--- src/rtl/gem_timing_pkg.sv ---
// Shared timing definitions for the clock160-domain BX/phase logic.
package gem_timing_pkg;

    typedef enum logic [1:0] {
        UNLOCKED = 2'd0,
        LOCKING  = 2'd1,
        LOCKED   = 2'd2
    } fsm_state_e;

    localparam int unsigned BX_MAX_DEFAULT = 3563;
    localparam int unsigned BX_W_DEFAULT   = 12;
    localparam int unsigned PHASES_PER_BX  = 4;

endpackage

--- src/rtl/bx_counter.sv ---
// Bunch-crossing counter with deferred BC0 handling.
// The counter only moves on the advance strobe (a locked BX boundary); a BC0 seen at
// any other time is remembered and applied at the next boundary.
module bx_counter
    import gem_timing_pkg::*;
#(
    parameter int unsigned BX_MAX = BX_MAX_DEFAULT,
    parameter int unsigned BX_W   = BX_W_DEFAULT
) (
    input  logic            clock160,
    input  logic            reset_n,
    input  logic            i_adv,
    input  logic            i_bc0,
    output logic [BX_W-1:0] o_bx
);

    localparam logic [BX_W-1:0] BxLast = BX_W'(BX_MAX);

    logic [BX_W-1:0] r_bx;
    logic            r_bc0_pend;

    // BX count and pending-BC0 flag; a BC0 coinciding with the boundary is consumed directly
    always_ff @(posedge clock160 or negedge reset_n) begin
        if (!reset_n) begin
            r_bx       <= '0;
            r_bc0_pend <= 1'b0;
        end else if (i_adv) begin
            r_bc0_pend <= 1'b0;
            if (r_bc0_pend || i_bc0) begin
                r_bx <= '0;
            end else if (r_bx == BxLast) begin
                r_bx <= '0;
            end else begin
                r_bx <= r_bx + 1'b1;
            end
        end else if (i_bc0) begin
            r_bc0_pend <= 1'b1;
        end
    end

    assign o_bx = r_bx;

endmodule

--- src/rtl/bx_phase_tracker.sv ---
// Recovers the 160 MHz sub-cycle within each bunch crossing from the sampled 40 MHz clock,
// tracks lock, flags phase errors and keeps a BC0-aligned BX number.
module bx_phase_tracker
    import gem_timing_pkg::*;
#(
    parameter int unsigned BX_MAX     = BX_MAX_DEFAULT,
    parameter int unsigned BX_W       = BX_W_DEFAULT,
    parameter int unsigned LOCK_COUNT = 8,
    parameter int unsigned ERR_W      = 8
) (
    input  logic             clock160,
    input  logic             reset_n,
    input  logic             clock40_i,
    input  logic             bc0_i,
    output logic [1:0]       phase_o,
    output logic             phase0_o,
    output logic [BX_W-1:0]  bx_o,
    output logic             locked_o,
    output logic             phase_err_o,
    output logic [ERR_W-1:0] err_cnt_o
);

    localparam logic [1:0] PhaseLast = 2'(PHASES_PER_BX - 1);
    // Lock is declared when the incremented count reaches LOCK_COUNT-1.
    localparam logic [7:0] GoodLast  = 8'(LOCK_COUNT - 2);

    logic             r_s1;
    logic             r_s2;
    logic [1:0]       r_phase;
    fsm_state_e       r_state;
    logic [7:0]       r_good_cnt;
    logic             r_locked;
    logic             r_phase_err;
    logic [ERR_W-1:0] r_err_cnt;

    logic             w_edge;
    logic             w_phase_last;
    logic             w_mismatch;
    logic [1:0]       w_phase_d;
    fsm_state_e       w_state_d;
    logic [7:0]       w_good_d;
    logic             w_perr_d;
    logic             w_adv;

    // Two-flop sampler of clock40; the rising edge is seen 1-2 cycles late
    always_ff @(posedge clock160 or negedge reset_n) begin
        if (!reset_n) begin
            r_s1 <= 1'b0;
            r_s2 <= 1'b0;
        end else begin
            r_s1 <= clock40_i;
            r_s2 <= r_s1;
        end
    end

    assign w_edge       = r_s1 & ~r_s2;
    assign w_phase_last = (r_phase == PhaseLast);
    // A detected edge must coincide with the last sub-cycle, and vice versa.
    assign w_mismatch   = w_edge ^ w_phase_last;

    // Lock FSM next state, phase realignment and BX advance decode
    always_comb begin
        w_state_d = r_state;
        w_good_d  = r_good_cnt;
        w_phase_d = r_phase + 2'd1;
        w_perr_d  = 1'b0;
        w_adv     = 1'b0;
        unique case (r_state)
            UNLOCKED: begin
                if (w_edge) begin
                    w_phase_d = 2'd0;
                    w_good_d  = 8'd0;
                    w_state_d = LOCKING;
                end
            end
            LOCKING: begin
                if (w_edge && w_phase_last) begin
                    w_good_d = r_good_cnt + 8'd1;
                    if (r_good_cnt == GoodLast) begin
                        w_state_d = LOCKED;
                    end
                end else if (w_edge) begin
                    w_phase_d = 2'd0;
                    w_good_d  = 8'd0;
                end else if (w_phase_last) begin
                    w_good_d = 8'd0;
                end
            end
            LOCKED: begin
                if (w_mismatch) begin
                    w_perr_d = 1'b1;
                    if (w_edge) begin
                        w_phase_d = 2'd0;
                        w_good_d  = 8'd0;
                        w_state_d = LOCKING;
                    end else begin
                        w_state_d = UNLOCKED;
                    end
                end else if (w_phase_last) begin
                    // Well-placed edge at the last sub-cycle: a locked BX boundary
                    w_adv = 1'b1;
                end
            end
            default: begin
                w_state_d = UNLOCKED;
            end
        endcase
    end

    // FSM, phase counter, lock flag and error reporting registers
    always_ff @(posedge clock160 or negedge reset_n) begin
        if (!reset_n) begin
            r_state     <= UNLOCKED;
            r_phase     <= 2'd0;
            r_good_cnt  <= 8'd0;
            r_locked    <= 1'b0;
            r_phase_err <= 1'b0;
            r_err_cnt   <= '0;
        end else begin
            r_state     <= w_state_d;
            r_phase     <= w_phase_d;
            r_good_cnt  <= w_good_d;
            r_locked    <= (w_state_d == LOCKED);
            r_phase_err <= w_perr_d;
            if (w_perr_d && (r_err_cnt != {ERR_W{1'b1}})) begin
                r_err_cnt <= r_err_cnt + 1'b1;
            end
        end
    end

    bx_counter #(
        .BX_MAX (BX_MAX),
        .BX_W   (BX_W)
    ) u_bx_counter (
        .clock160 (clock160),
        .reset_n  (reset_n),
        .i_adv    (w_adv),
        .i_bc0    (bc0_i),
        .o_bx     (bx_o)
    );

    assign phase_o     = r_phase;
    assign phase0_o    = (r_phase == 2'd0) & r_locked;
    assign locked_o    = r_locked;
    assign phase_err_o = r_phase_err;
    assign err_cnt_o   = r_err_cnt;

endmodule

--- config.mk ---
export PLATFORM = sky130hd
export DESIGN_NAME = bx_phase_tracker
export DESIGN_NICKNAME = d
export VERILOG_FILES = /design/src/rtl/gem_timing_pkg.sv /design/src/rtl/bx_counter.sv /design/src/rtl/bx_phase_tracker.sv
export SDC_FILE = /design/constraint.sdc
export NUM_CORES = 1
export LEC_CHECK = 0
export BUFFER_PORTS_ARGS = -buffer_cell sky130_fd_sc_hd__buf_2
export CORE_ASPECT_RATIO = 0.7
export CORE_UTILIZATION = 50
export DETAILED_ROUTE_END_ITERATION = 8
export PLACE_DENSITY = 0.71
export SYNTH_ARGS = -nofsm -noshare
export SYNTH_HDL_FRONTEND = slang
export SYNTH_HIERARCHICAL = 1
export SYNTH_SLANG_ARGS = --single-unit
--- constraint.sdc ---
create_clock -name clock160 -period 2.1 [get_ports clock160]
set_input_delay 0.105 -clock clock160 [delete_from_list [all_inputs] [get_ports clock160]]
set_output_delay 0.105 -clock clock160 [all_outputs]
set_load 0.03 [all_outputs]
# == Yosys cells after proc, flatten, opt, wreduce, memory -nomap -nowiden ==
# Index checks and enable logic that the tools add are counted.
# classes
n_reduce_logical,8
mux,25
add_sub_neg,4
eq_ne,9
bitwise_logic,4
# ops
op,n
two-way mux 8 bit,5
two-way mux 12 bit,2
case mux 8 bit (3 select lines),1
"adder 8 x 1 -> 8 bit, second input constant",2
two-way mux 2 bit,7
"adder 12 x 1 -> 12 bit, second input constant",1
"equality test 12 bit, second input constant",1
case mux 2 bit (3 select lines),2
"equality test 8 x 3 -> 1 bit, second input constant",1
two-way mux 1 bit,8
"!= test 8 bit, second input constant",1
"equality test 2 bit, second input constant",3
logical NOT 2 bit,2
"!= test 4 bit, second input constant",1
AND reduction 3 bit,1
nonzero test 3 bit,1
"adder 2 x 1 -> 2 bit, second input constant",1
bitwise AND 1 bit,2
"equality test 2 x 1 -> 1 bit, second input constant",1
logical AND 1 bit,2
"!= test 2 bit, second input constant",1
nonzero test 2 bit,1
logical OR 1 bit,1
NOT 1 bit,1
XOR 1 bit,1
# totals
out_inout_bits,25
regBits,37

# == Depth between registers and ports, before layout ==
# Gate-level depths: netlist of run 1.
# depth
ltp_word,6
depth_mapped,10
depth_no_buf,8

# == Cells and area by module ==
# Netlist of run 1, hierarchy kept.
# by_module_without_submodules
mod,area_per_inst_um2,n_inst,cells_each,seq_area_each_um2
bx_phase_tracker,1249.9,1,120,600.6
bx_counter,797.0,1,87,325.3

# == Worst setup path after synthesis of run 1 ==
# No wires, ideal clock.
# synth_timing
kind,reg-to-reg
from,"register r_phase[0], in the netlist phase_o[0]"
to,"register r_err_cnt[5], in the netlist err_cnt_o[5]"
stages_incl_launch_ff,9
t_arrival_ns,1.953
n_path_buf,1
setup_slack_ns,0.022
required_time_ns,1.975
cell_sequence,dfrtp_1 -> ha_1 -> inv_1 -> ha_1 -> and3b_1 -> buf_6 -> and3_4 -> nand4_2 -> mux2_4
# synth_between
elab_chain_len,5
# synth_rtl
item,line_no,rtl
from (decl),bx_phase_tracker.sv:29,logic [1:0] r_phase;
from (signal assigned),bx_phase_tracker.sv:121,r_phase <= w_phase_d;
equality test 2 bit,bx_phase_tracker.sv:57,assign w_phase_last = (r_phase == PhaseLast);
XOR 1 bit,bx_phase_tracker.sv:59,assign w_mismatch = w_edge ^ w_phase_last;
two-way mux 1 bit,bx_phase_tracker.sv:90,if (w_mismatch) begin
two-way mux 1 bit,bx_phase_tracker.sv:68,unique case (r_state)
net w_perr_d,bx_phase_tracker.sv:42,logic w_perr_d;
logical AND 1 bit,bx_phase_tracker.sv:125,if (w_perr_d && (r_err_cnt != {ERR_W{1'b1}})) begin
to (signal assigned),bx_phase_tracker.sv:126,r_err_cnt <= r_err_cnt + 1'b1;
to (decl),bx_phase_tracker.sv:34,logic [ERR_W-1:0] r_err_cnt;
# The timed path passes the listed nets, and every way through them passes these cells.
# A chain may end at the register's enable or synchronous reset.

# == Worst setup path after layout of run 1 ==
# layout_timing
from,register r_s2
to,"register u_bx_counter.r_bx[11], in the netlist u_bx_counter/o_bx[11]"
# layout_between
elab_chain_len,5
# layout_rtl
item,line_no,rtl
from (decl),bx_phase_tracker.sv:28,logic r_s2;
from (signal assigned),bx_phase_tracker.sv:52,r_s2 <= r_s1;
NOT 1 bit,bx_phase_tracker.sv:56,assign w_edge = r_s1 & ~r_s2;
bitwise AND 1 bit,bx_phase_tracker.sv:56,
XOR 1 bit,bx_phase_tracker.sv:59,
two-way mux 1 bit,bx_phase_tracker.sv:90,
two-way mux 1 bit,bx_phase_tracker.sv:68,
net w_adv,bx_phase_tracker.sv:43,logic w_adv;
to (signal assigned),bx_counter.sv:34,r_bx <= r_bx + 1'b1;
to (decl),bx_counter.sv:19,logic [BX_W-1:0] r_bx;
# The timed path passes the listed nets, and every way through them passes these cells.

==> results.sh, run 1 <==
export IMPL_power_internal_w=0.00114
export IMPL_critPathRequiredTime_ps=2310
export IMPL_fin_skew_ps=7.80
export IMPL_numPortBuffers=28
export IMPL_syn_nets=221
export IMPL_crit_arrival_ps=2110
export IMPL_globalRoute_totalOverflow=0
export IMPL_min_period_ps=1900
export IMPL_final_cells=295
export IMPL_grt_antenna_before_repair=0
export IMPL_htreeDepth=2
export IMPL_filler_cell_count=351
export IMPL_vias_per_cell=5.76
export IMPL_die_y_um=55.5
export IMPL_worstSkewPairLatency_ps=290
export IMPL_cts_sinks=37
export IMPL_yosysWarnings=6
export IMPL_netlist_cell_type_count=49
export IMPL_area_delta_synth_final_pct=15.3
export IMPL_synthArstFlopShare=1.00
export IMPL_nets=257
export IMPL_die_width_um=78.5
export IMPL_grt_pass1_vias=1615
export IMPL_status="complete, no violations"
export IMPL_critical_path_class="flip-flop to flip-flop"
export IMPL_cts_buffer_depth=2
export IMPL_powerDensity_mw_per_mm2=646
export IMPL_hold_violations=0
export IMPL_drt_pass1_iterations=4
export IMPL_synth_top_area_frac=0.452
export IMPL_ys_top_cells_by_count="37 x dfrtp_1, 21 x nand2_1, 16 x nand3_1"
export IMPL_post_dp_hpwl_mm=3.09
export IMPL_crit_path_start_kind="flip-flop"
export IMPL_core_area_mm2=0.00392
export IMPL_numCtsBuffers=5
export IMPL_multi_input_area_mm2=0.00102
export IMPL_track_usage=0.231
export IMPL_setup_viol=0
export IMPL_synth_top_cell_by_area="dfrtp_1"
export IMPL_tns_ps=0
export IMPL_hold_path_class="input port to flip-flop"
export IMPL_synthFlopType="dfrtp_1"
export IMPL_clkPwrFrac=0.388
export IMPL_max_freq_mhz=526
export IMPL_end_kind="flip-flop"
export IMPL_rsz0062_at_grt="no"
export IMPL_drive_above_1_share=0.218
export IMPL_ioPinCount=29
export IMPL_cts_tree="built"
export IMPL_dp_cells=286
export IMPL_regArea_um2=926
export IMPL_p_comb_frac=0.114
export IMPL_clk_pin_slew_ps=70
export IMPL_initial_core_util=0.522
export IMPL_grt_max_degree=38
export IMPL_maxCapViolCount=0
export IMPL_worstMarginPinSlew_ps=820
export IMPL_power_frac_seq=0.498
export IMPL_via_count=1699
export IMPL_ir_drop_v=0.000376
export IMPL_dieArea_mm2=0.00436
export IMPL_synth_edf_count=0
export IMPL_crit_path_max_fanout=5
export IMPL_ys_ff_latch=37
export IMPL_syn_inst=207
export IMPL_post_cts_buffers=0
export IMPL_place_congestion=0.821
export IMPL_netlist_area_mm2=0.00205
export IMPL_postRouteAntennaNets=0
export IMPL_drc_errors=0
export IMPL_cts_root_buf="clkbuf_8"
export IMPL_grt_pass1_wl_mm=7.70
export IMPL_synth_avg_cell_area_um2=9.89
export IMPL_p_sw_w=0.000385
export IMPL_synthMostInstantiatedCell="dfrtp_1"
export IMPL_ctsResizeCount=0
export IMPL_slew_viol_final=0
export IMPL_wirelength_mm=4.35
export IMPL_drt_initial_drc_count=180
export IMPL_p_sw_frac=0.253
export IMPL_period_share=0.906
export IMPL_ys_top_cells_by_area="dfrtp_1 45%, ha_1 6.1%, nand3_1 3.9%, nand2_1 3.9%, inv_1 2.6%"
export IMPL_wl_per_cell_um=14.7
export IMPL_ys_seq_area_frac=0.452
export IMPL_leakagePower_nw=1.13
export IMPL_rows=19
export IMPL_slew_headroom=0.453
export IMPL_antenna_cells=0
==> cell type report <==
type / count / area share
clock inverters: 2 / 0.0148
repair buffers: 35 / 0.0837
clock buffers: 5 / 0.0291
multi-input cells: 150 / 0.430
inverters: 14 / 0.0223
flip-flops and latches: 37 / 0.392
well taps: 52 / 0.0276
==> state kept, by name (all words and copies together), names as in the netlist <==
name and cells:
phase_o 2, u_bx_counter/o_bx 12, phase_err_o 1, r_s2 1
r_state 2, r_good_cnt 8, locked_o 1, u_bx_counter/r_bc0_pend 1
r_s1 1, err_cnt_o 8
==> through the flow <==
step / worst slack, ps / instance area [um2] / util / total power (W) / hold slack (ps)
after global routing: 60.9 / 2360 / 0.602 / 0.00161 / 285
after floorplan: 21.6 / 2050 / - / 0.000880 / -191
after CTS: 198 / 2360 / 0.602 / 0.00154 / 246
final: 198 / 2360 / 0.602 / 0.00152 / 255
after detailed placement: 211 / 2240 / 0.570 / 0.000945 / 231
after global placement: 270 / 2240 / 0.570 / 0.000942 / 235
==> what timing repair did <==
item / CTS / global route
hold endpoints to repair: 38 / 0
hold buffers: 2 / 0
endpoints found under the setup margin: 0 / 0
==> critical path: stages (launching register included) <==
cell and delay, ps:
dfrtp_1 350, nand2b_1 150, inv_1 140, ha_1 160, and3_1 170, or3b_4 410, o41a_1 380, o21ai_0 80
==> worst paths after layout <==
path | start | to | slack (ps) | cells after the start
max in group asynchronous | reset_n | r_good_cnt[6] | 1130 | 2
hold reg to reg | r_s1 | r_s2 | 390 | 0
hold / removal | bc0_i | u_bx_counter/o_bx[8] | 260 | 4
setup reg to reg | r_s2 | u_bx_counter/o_bx[11] | 200 | 7
setup / recovery | r_s2 | u_bx_counter/o_bx[11] | 200 | 7
min in group asynchronous | reset_n | r_good_cnt[1] | 440 | 2
==> cell usage in the layout, fill, tap and decap left out, types with 3 or more instances in the layout <==
cell / n
o2bb2ai_1: 4
clkbuf_8: 5
buf_4: 5
nand2_1: 21
dfrtp_1: 37
nor3_1: 4
a21oi_1: 5
ha_1: 10
mux2i_1: 3
inv_1: 14
a31oi_1: 6
buf_2: 28
nand3_1: 16
nand4_1: 6
nor2b_1: 4
and2_1: 3
xnor2_1: 6
and3_1: 5
nor2_1: 11
nand2b_1: 4
o22ai_1: 4
o21ai_0: 8
==> cells by family (layout without fill, tap and decap cells) <==
kind of cell / Yosys count / count (layout) / share of synthesized area
simple gates: 91 / 91 / 0.257
compound gates: 37 / 37 / 0.120
flops: 37 / 37 / 0.452
buf+inv: 20 / 56 / 0.0513
fa+ha+maj: 10 / 10 / 0.0611
xor+xnor: 7 / 7 / 0.0300
mux: 5 / 5 / 0.0275
==> per-layer routing <==
layer	GRT usage	share of wire	vias to the layer above
li1	-	-	811
met1	0.355	0.52	816
met2	0.297	0.38	65
met3	0.0645	0.080	7
met4	0.106	0.015	0
met5	0	0	-
==> power groups by stage <==
stage | clock, W | sequential, W | combinational (W)
6_report | 0.000592 | 0.000759 | 0.000174
5_1_grt | 0.000643 | 0.000763 | 0.000200
4_1_cts | 0.000609 | 0.000759 | 0.000176
3_5_place_dp | 0 | 0.000773 | 0.000173
3_3_place_gp | 0 | 0.000771 | 0.000171
2_1_floorplan | 0 | 0.000792 | 0.0000879
Power figures use the tool's default switching activity.
==> run 2: changes to the inputs <==
PLACE_DENSITY = 0.75   (was 0.71)
==> results.sh, run 2 (synthesis gave the netlist of run 1 again) <==
export IMPL_status="complete, no violations"
export IMPL_globalRoute_totalOverflow=0
export IMPL_crit_end="u_bx_counter/o_bx[11]"
export IMPL_crit_slowest_cell="or3b_4"
export IMPL_area_delta_synth_final_pct=15.6
export IMPL_cts_tree="built"
export IMPL_initial_core_util=0.522
export IMPL_crit_path_cell_trace="nand2b_1 -> inv_1 -> ha_1 -> and3_1 -> or3b_4 -> o41a_1 -> o21ai_0"
export IMPL_crit_arrival_ps=2100
export IMPL_numCtsBuffers=5
export IMPL_antenna_cells=0
export IMPL_postLayoutSetupSlackWorst_ps=218
export IMPL_cts_sinks=37
export IMPL_core_area_mm2=0.00392
export IMPL_grt_pass1_vias=1512
export IMPL_dp_cells=285
export IMPL_nets=256
export IMPL_mostFrequentLayoutCell="dfrtp_1"
export IMPL_crit_path_start_kind="flip-flop"
export IMPL_rsz0062_at_grt="no"
export IMPL_critical_path_class="flip-flop to flip-flop"
export IMPL_max_freq_mhz=531
export IMPL_final_cells=295
export IMPL_place_ws_ps=236
export IMPL_post_cts_buffers=0
export IMPL_numPortBuffers=28
export IMPL_slew_headroom=0.468
export IMPL_fin_util=0.603
export IMPL_crit_path_max_fanout=5
export IMPL_postRouteAntennaNets=0
export IMPL_die_width_um=78.5
export IMPL_powerDensity_mw_per_mm2=662
export IMPL_hold_violations=0
export IMPL_leakagePower_nw=1.13
export IMPL_r2r_cells=7
export IMPL_ir_drop_v=0.000381
export IMPL_worstMarginPinSlew_ps=798
export IMPL_worstSkewPairLatency_ps=290
export IMPL_reg2reg_slack_ps=220
export IMPL_drt_pass1_iterations=4
export IMPL_timing_rr_start="r_s2"
export IMPL_ioPinCount=29
export IMPL_setup_viol=0
export IMPL_cts_buffer_depth=2
export IMPL_cts_root_buf="clkbuf_8"
export IMPL_via_count=1643
export IMPL_maxCapViolCount=0
export IMPL_hold_path_class="input port to flip-flop"
export IMPL_tns_ps=0
export IMPL_grt_pass1_wl_mm=7.21
export IMPL_slew_viol_final=0
export IMPL_dieArea_mm2=0.00436
export IMPL_htreeDepth=2
export IMPL_place_congestion=0.808
export IMPL_fin_skew_ps=4.22
export IMPL_period_share=0.896
export IMPL_rows=19
export IMPL_startpoint="r_s2"
export IMPL_die_y_um=55.5
export IMPL_vias_per_cell=5.57
export IMPL_holdWs_ps=233
export IMPL_end_kind="flip-flop"
export IMPL_grt_max_degree=38
export IMPL_track_usage=0.219
export IMPL_min_period_ps=1880
export IMPL_critPathRequiredTime_ps=2310
export IMPL_drt_initial_drc_count=135
export IMPL_wirelength_mm=4.06
export IMPL_largest_register_ffs=12
export IMPL_clk_pin_slew_ps=70
export IMPL_drc_errors=0
export IMPL_wl_per_cell_um=13.8
export IMPL_drive_above_1_share=0.214
export IMPL_grt_antenna_before_repair=0
export IMPL_post_dp_hpwl_mm=2.94
export IMPL_rr_endpoint="u_bx_counter/o_bx[11]"
export IMPL_cpPeakStageDelay_ps=400
export IMPL_final_cell_mix="37 x dfrtp_1, 28 x buf_2, 21 x nand2_1"
[run 2: per-stage QoR]
stage	area, um2	power [W]
2_1_floorplan	2050	0.000880
3_3_place_gp	2230	0.000941
3_5_place_dp	2230	0.000942
4_1_cts	2370	0.00158
5_1_grt	2370	0.00164
6_report	2370	0.00157
[run 2: area by class of cell]
type                    instances  area [um2]
repair buffers                 34         190
multi-input cells             150        1020
clock buffers                   7        86.3
well taps                      52        65.1
flip-flops and latches         37         926
clock inverters                 1        30.0
inverters                      14        52.6
fillers                       330        1560
[run 2: worst max-delay path: cells and delay by family, from the launching register on]
kind            cells  cell delay, ps
simple gates        3             720
compound gates      2             430
flops               1             350
fa+ha+maj           1             160
buf+inv             1             140
[run 2: layer usage]
metal / track usage / up-vias / share of wire
li1: - / 812 / -
met1: 0.351 / 765 / 0.55
met2: 0.271 / 61 / 0.36
met3: 0.0562 / 5 / 0.076
met4: 0.0952 / 0 / 0.011
met5: 0 / - / 0
[run 2: report_power, final]
part / internal [W] / total, W / switching (W)
combinational: 0.0000612 / 0.000172 / 0.000111
clock: 0.000387 / 0.000635 / 0.000248
sequential: 0.000734 / 0.000759 / 0.0000247
total: 0.00118 / 0.00157 / 0.000384
[run 2: worst min-delay path by stage]
stage               startpoint                 endpoint  slack, ps  depth (start not counted)
global route             bc0_i     u_bx_counter/o_bx[8]        280                          4
global placement       reset_n     u_bx_counter/o_bx[8]        240                          1
CTS                      bc0_i  u_bx_counter/r_bc0_pend        220                          4
finish                   bc0_i  u_bx_counter/r_bc0_pend        230                          4
detailed placement     reset_n     u_bx_counter/o_bx[8]        240                          1
floorplan              reset_n             err_cnt_o[0]       -190                          0
[run 2: repair_timing]
action / in CTS / in global routing
hold buffers: 2 / 0
hold endpoints to repair: 38 / 0
resized for setup: 0 / 0
==> run 3: changes to the inputs <==
SETUP_SLACK_MARGIN = 0.5   (was default)
==> results.sh, run 3 (synthesis gave the netlist of run 1 again) <==
export IMPL_area_delta_synth_final_pct=26.6
export IMPL_ioPinCount=29
export IMPL_end_kind="flip-flop"
export IMPL_leakagePower_nw=1.19
export IMPL_antenna_cells=0
export IMPL_crit_arrival_ps=1980
export IMPL_tns_ps=0
export IMPL_postRouteAntennaNets=0
export IMPL_grt_pass1_vias=1584
export IMPL_place_congestion=0.846
export IMPL_crit_path_max_fanout=3
export IMPL_status="complete, but fails checks"
export IMPL_grt_max_degree=38
export IMPL_maxCapViolCount=0
export IMPL_min_period_ps=1800
export IMPL_critPathRequiredTime_ps=2280
export IMPL_power_frac_seq=0.509
export IMPL_post_dp_hpwl_mm=2.85
export IMPL_numPortBuffers=28
export IMPL_htreeDepth=2
export IMPL_clkPwrFrac=0.331
export IMPL_clk_pin_slew_ps=80
export IMPL_cts_tree="built"
export IMPL_cts_sinks=37
export IMPL_hp_start="bc0_i"
export IMPL_crit_path_start_kind="flip-flop"
export IMPL_drt_initial_drc_count=92
export IMPL_mostFrequentLayoutCell="dfrtp_1"
export IMPL_core_area_mm2=0.00392
export IMPL_track_usage=0.223
export IMPL_final_cells=307
export IMPL_design_area_mm2=0.00259
export IMPL_max_freq_mhz=555
export IMPL_worstSkewPairLatency_ps=290
export IMPL_timing_rr_start="r_s2"
export IMPL_dieArea_mm2=0.00436
export IMPL_numCtsBuffers=5
export IMPL_hold_path_class="input port to flip-flop"
export IMPL_slew_headroom=0.455
export IMPL_holdWs_ps=247
export IMPL_fin_skew_ps=7.54
export IMPL_ir_drop_v=0.000493
export IMPL_rr_endpoint="err_cnt_o[5]"
export IMPL_grt_pass1_wl_mm=7.51
export IMPL_p_comb_frac=0.159
export IMPL_reg2reg_slack_ps=300
export IMPL_drc_errors=2
export IMPL_via_count=1700
export IMPL_die_width_um=78.5
export IMPL_largest_register_ffs=12
export IMPL_cts_buffer_depth=2
export IMPL_wl_per_cell_um=14.8
export IMPL_setup_viol=0
export IMPL_period_share=0.858
export IMPL_cts_root_buf="clkbuf_8"
export IMPL_globalRoute_totalOverflow=0
export IMPL_wirelength_mm=4.56
export IMPL_slew_viol_final=0
export IMPL_r2r_cells=7
export IMPL_p_total_w=0.00150
export IMPL_postPlaceCellArea_mm2=0.00228
export IMPL_nets=268
export IMPL_drt_pass1_iterations=6
export IMPL_grt_antenna_before_repair=0
export IMPL_final_cell_mix="30 x dfrtp_1, 28 x buf_2, 20 x nand2_1"
export IMPL_critical_path_class="flip-flop to flip-flop"
export IMPL_drive_above_1_share=0.361
export IMPL_vias_per_cell=5.54
export IMPL_whs_path_depth=4
export IMPL_power_internal_w=0.00107
export IMPL_holdPathEnd="u_bx_counter/r_bc0_pend"
export IMPL_rsz0062_at_grt="yes"
export IMPL_worstMarginPinSlew_ps=817
export IMPL_hold_violations=0
export IMPL_p_sw_frac=0.285
export IMPL_initial_core_util=0.522
export IMPL_powerDensity_mw_per_mm2=579
export IMPL_die_y_um=55.5
export IMPL_dp_cells=285
export IMPL_rows=19
export IMPL_p_sw_w=0.000427
export IMPL_violations="design-rule violations"
run 3: cell types whose count changed in the layout (fill, tap and decap cells not counted), sizes merged:
| cell | delta |
|---|---|
| buf | +12 |
| clkbuf | -1 |
| clkinvlp | +2 |
| bufinv | -1 |
run 3: how the worst max path moves through the flow:
| stage | from | endpoint | slack (ps) | depth (start not counted) |
|---|---|---|---|---|
| after global routing | r_s2 | err_cnt_o[5] | 230 | 7 |
| after floorplan | phase_o[0] | err_cnt_o[5] | 180 | 8 |
| final | r_s2 | err_cnt_o[5] | 300 | 7 |
| after global placement | r_s2 | err_cnt_o[5] | 290 | 6 |
| after detailed placement | phase_o[0] | err_cnt_o[5] | 240 | 7 |
| after CTS | phase_o[0] | err_cnt_o[5] | 340 | 7 |
run 3: layout make-up:
cell class	count	area, um2
clock inverter	2	15.0
clock buffer	6	72.6
tap	52	65.1
inverter	14	62.6
fill	293	1330
timing repair buffer	46	288
sequential	37	935
multi-input combinational	150	1150
run 3: worst max-delay path: stages, from the launching register on:
cell and delay [ps]:
dfrtp_1 360, nand2b_4 150, buf_6 120, ha_4 240
and3b_2 200, and3_4 210, nand4_4 100, mux2_4 310
run 3: through the flow:
stage	util	setup WS, ps
after floorplan	-	183
after global placement	0.582	294
after detailed placement	0.582	245
after CTS	0.635	343
after global routing	0.661	235
final	0.661	298
run 3: power by group through the flow:
stage	logic [W]	clock network [W]	registers [W]
3_5_place_dp	0.000192	0	0.000779
4_1_cts	0.000221	0.000511	0.000762
3_3_place_gp	0.000192	0	0.000777
2_1_floorplan	0.000106	0	0.000801
5_1_grt	0.000264	0.000536	0.000767
6_report	0.000239	0.000497	0.000765
run 3: routing by layer:
layer / up-vias / track usage / routed length (um)
met1: 814 / 0.330 / 2330
li1: 838 / - / -
met3: 7 / 0.0562 / 214
met4: 0 / 0.0979 / 55
met5: - / 0 / 0
met2: 41 / 0.308 / 1960
run 3: timing repair:
action | 4_1_cts | 5_1_grt
endpoints found under the hold margin | 38 | 0
hold buffers | 2 | 0
setup endpoints to repair | 25 | 30
pin swaps | 3 | 9
setup buffers | 8 | 4
gates resized for setup | 8 | 20
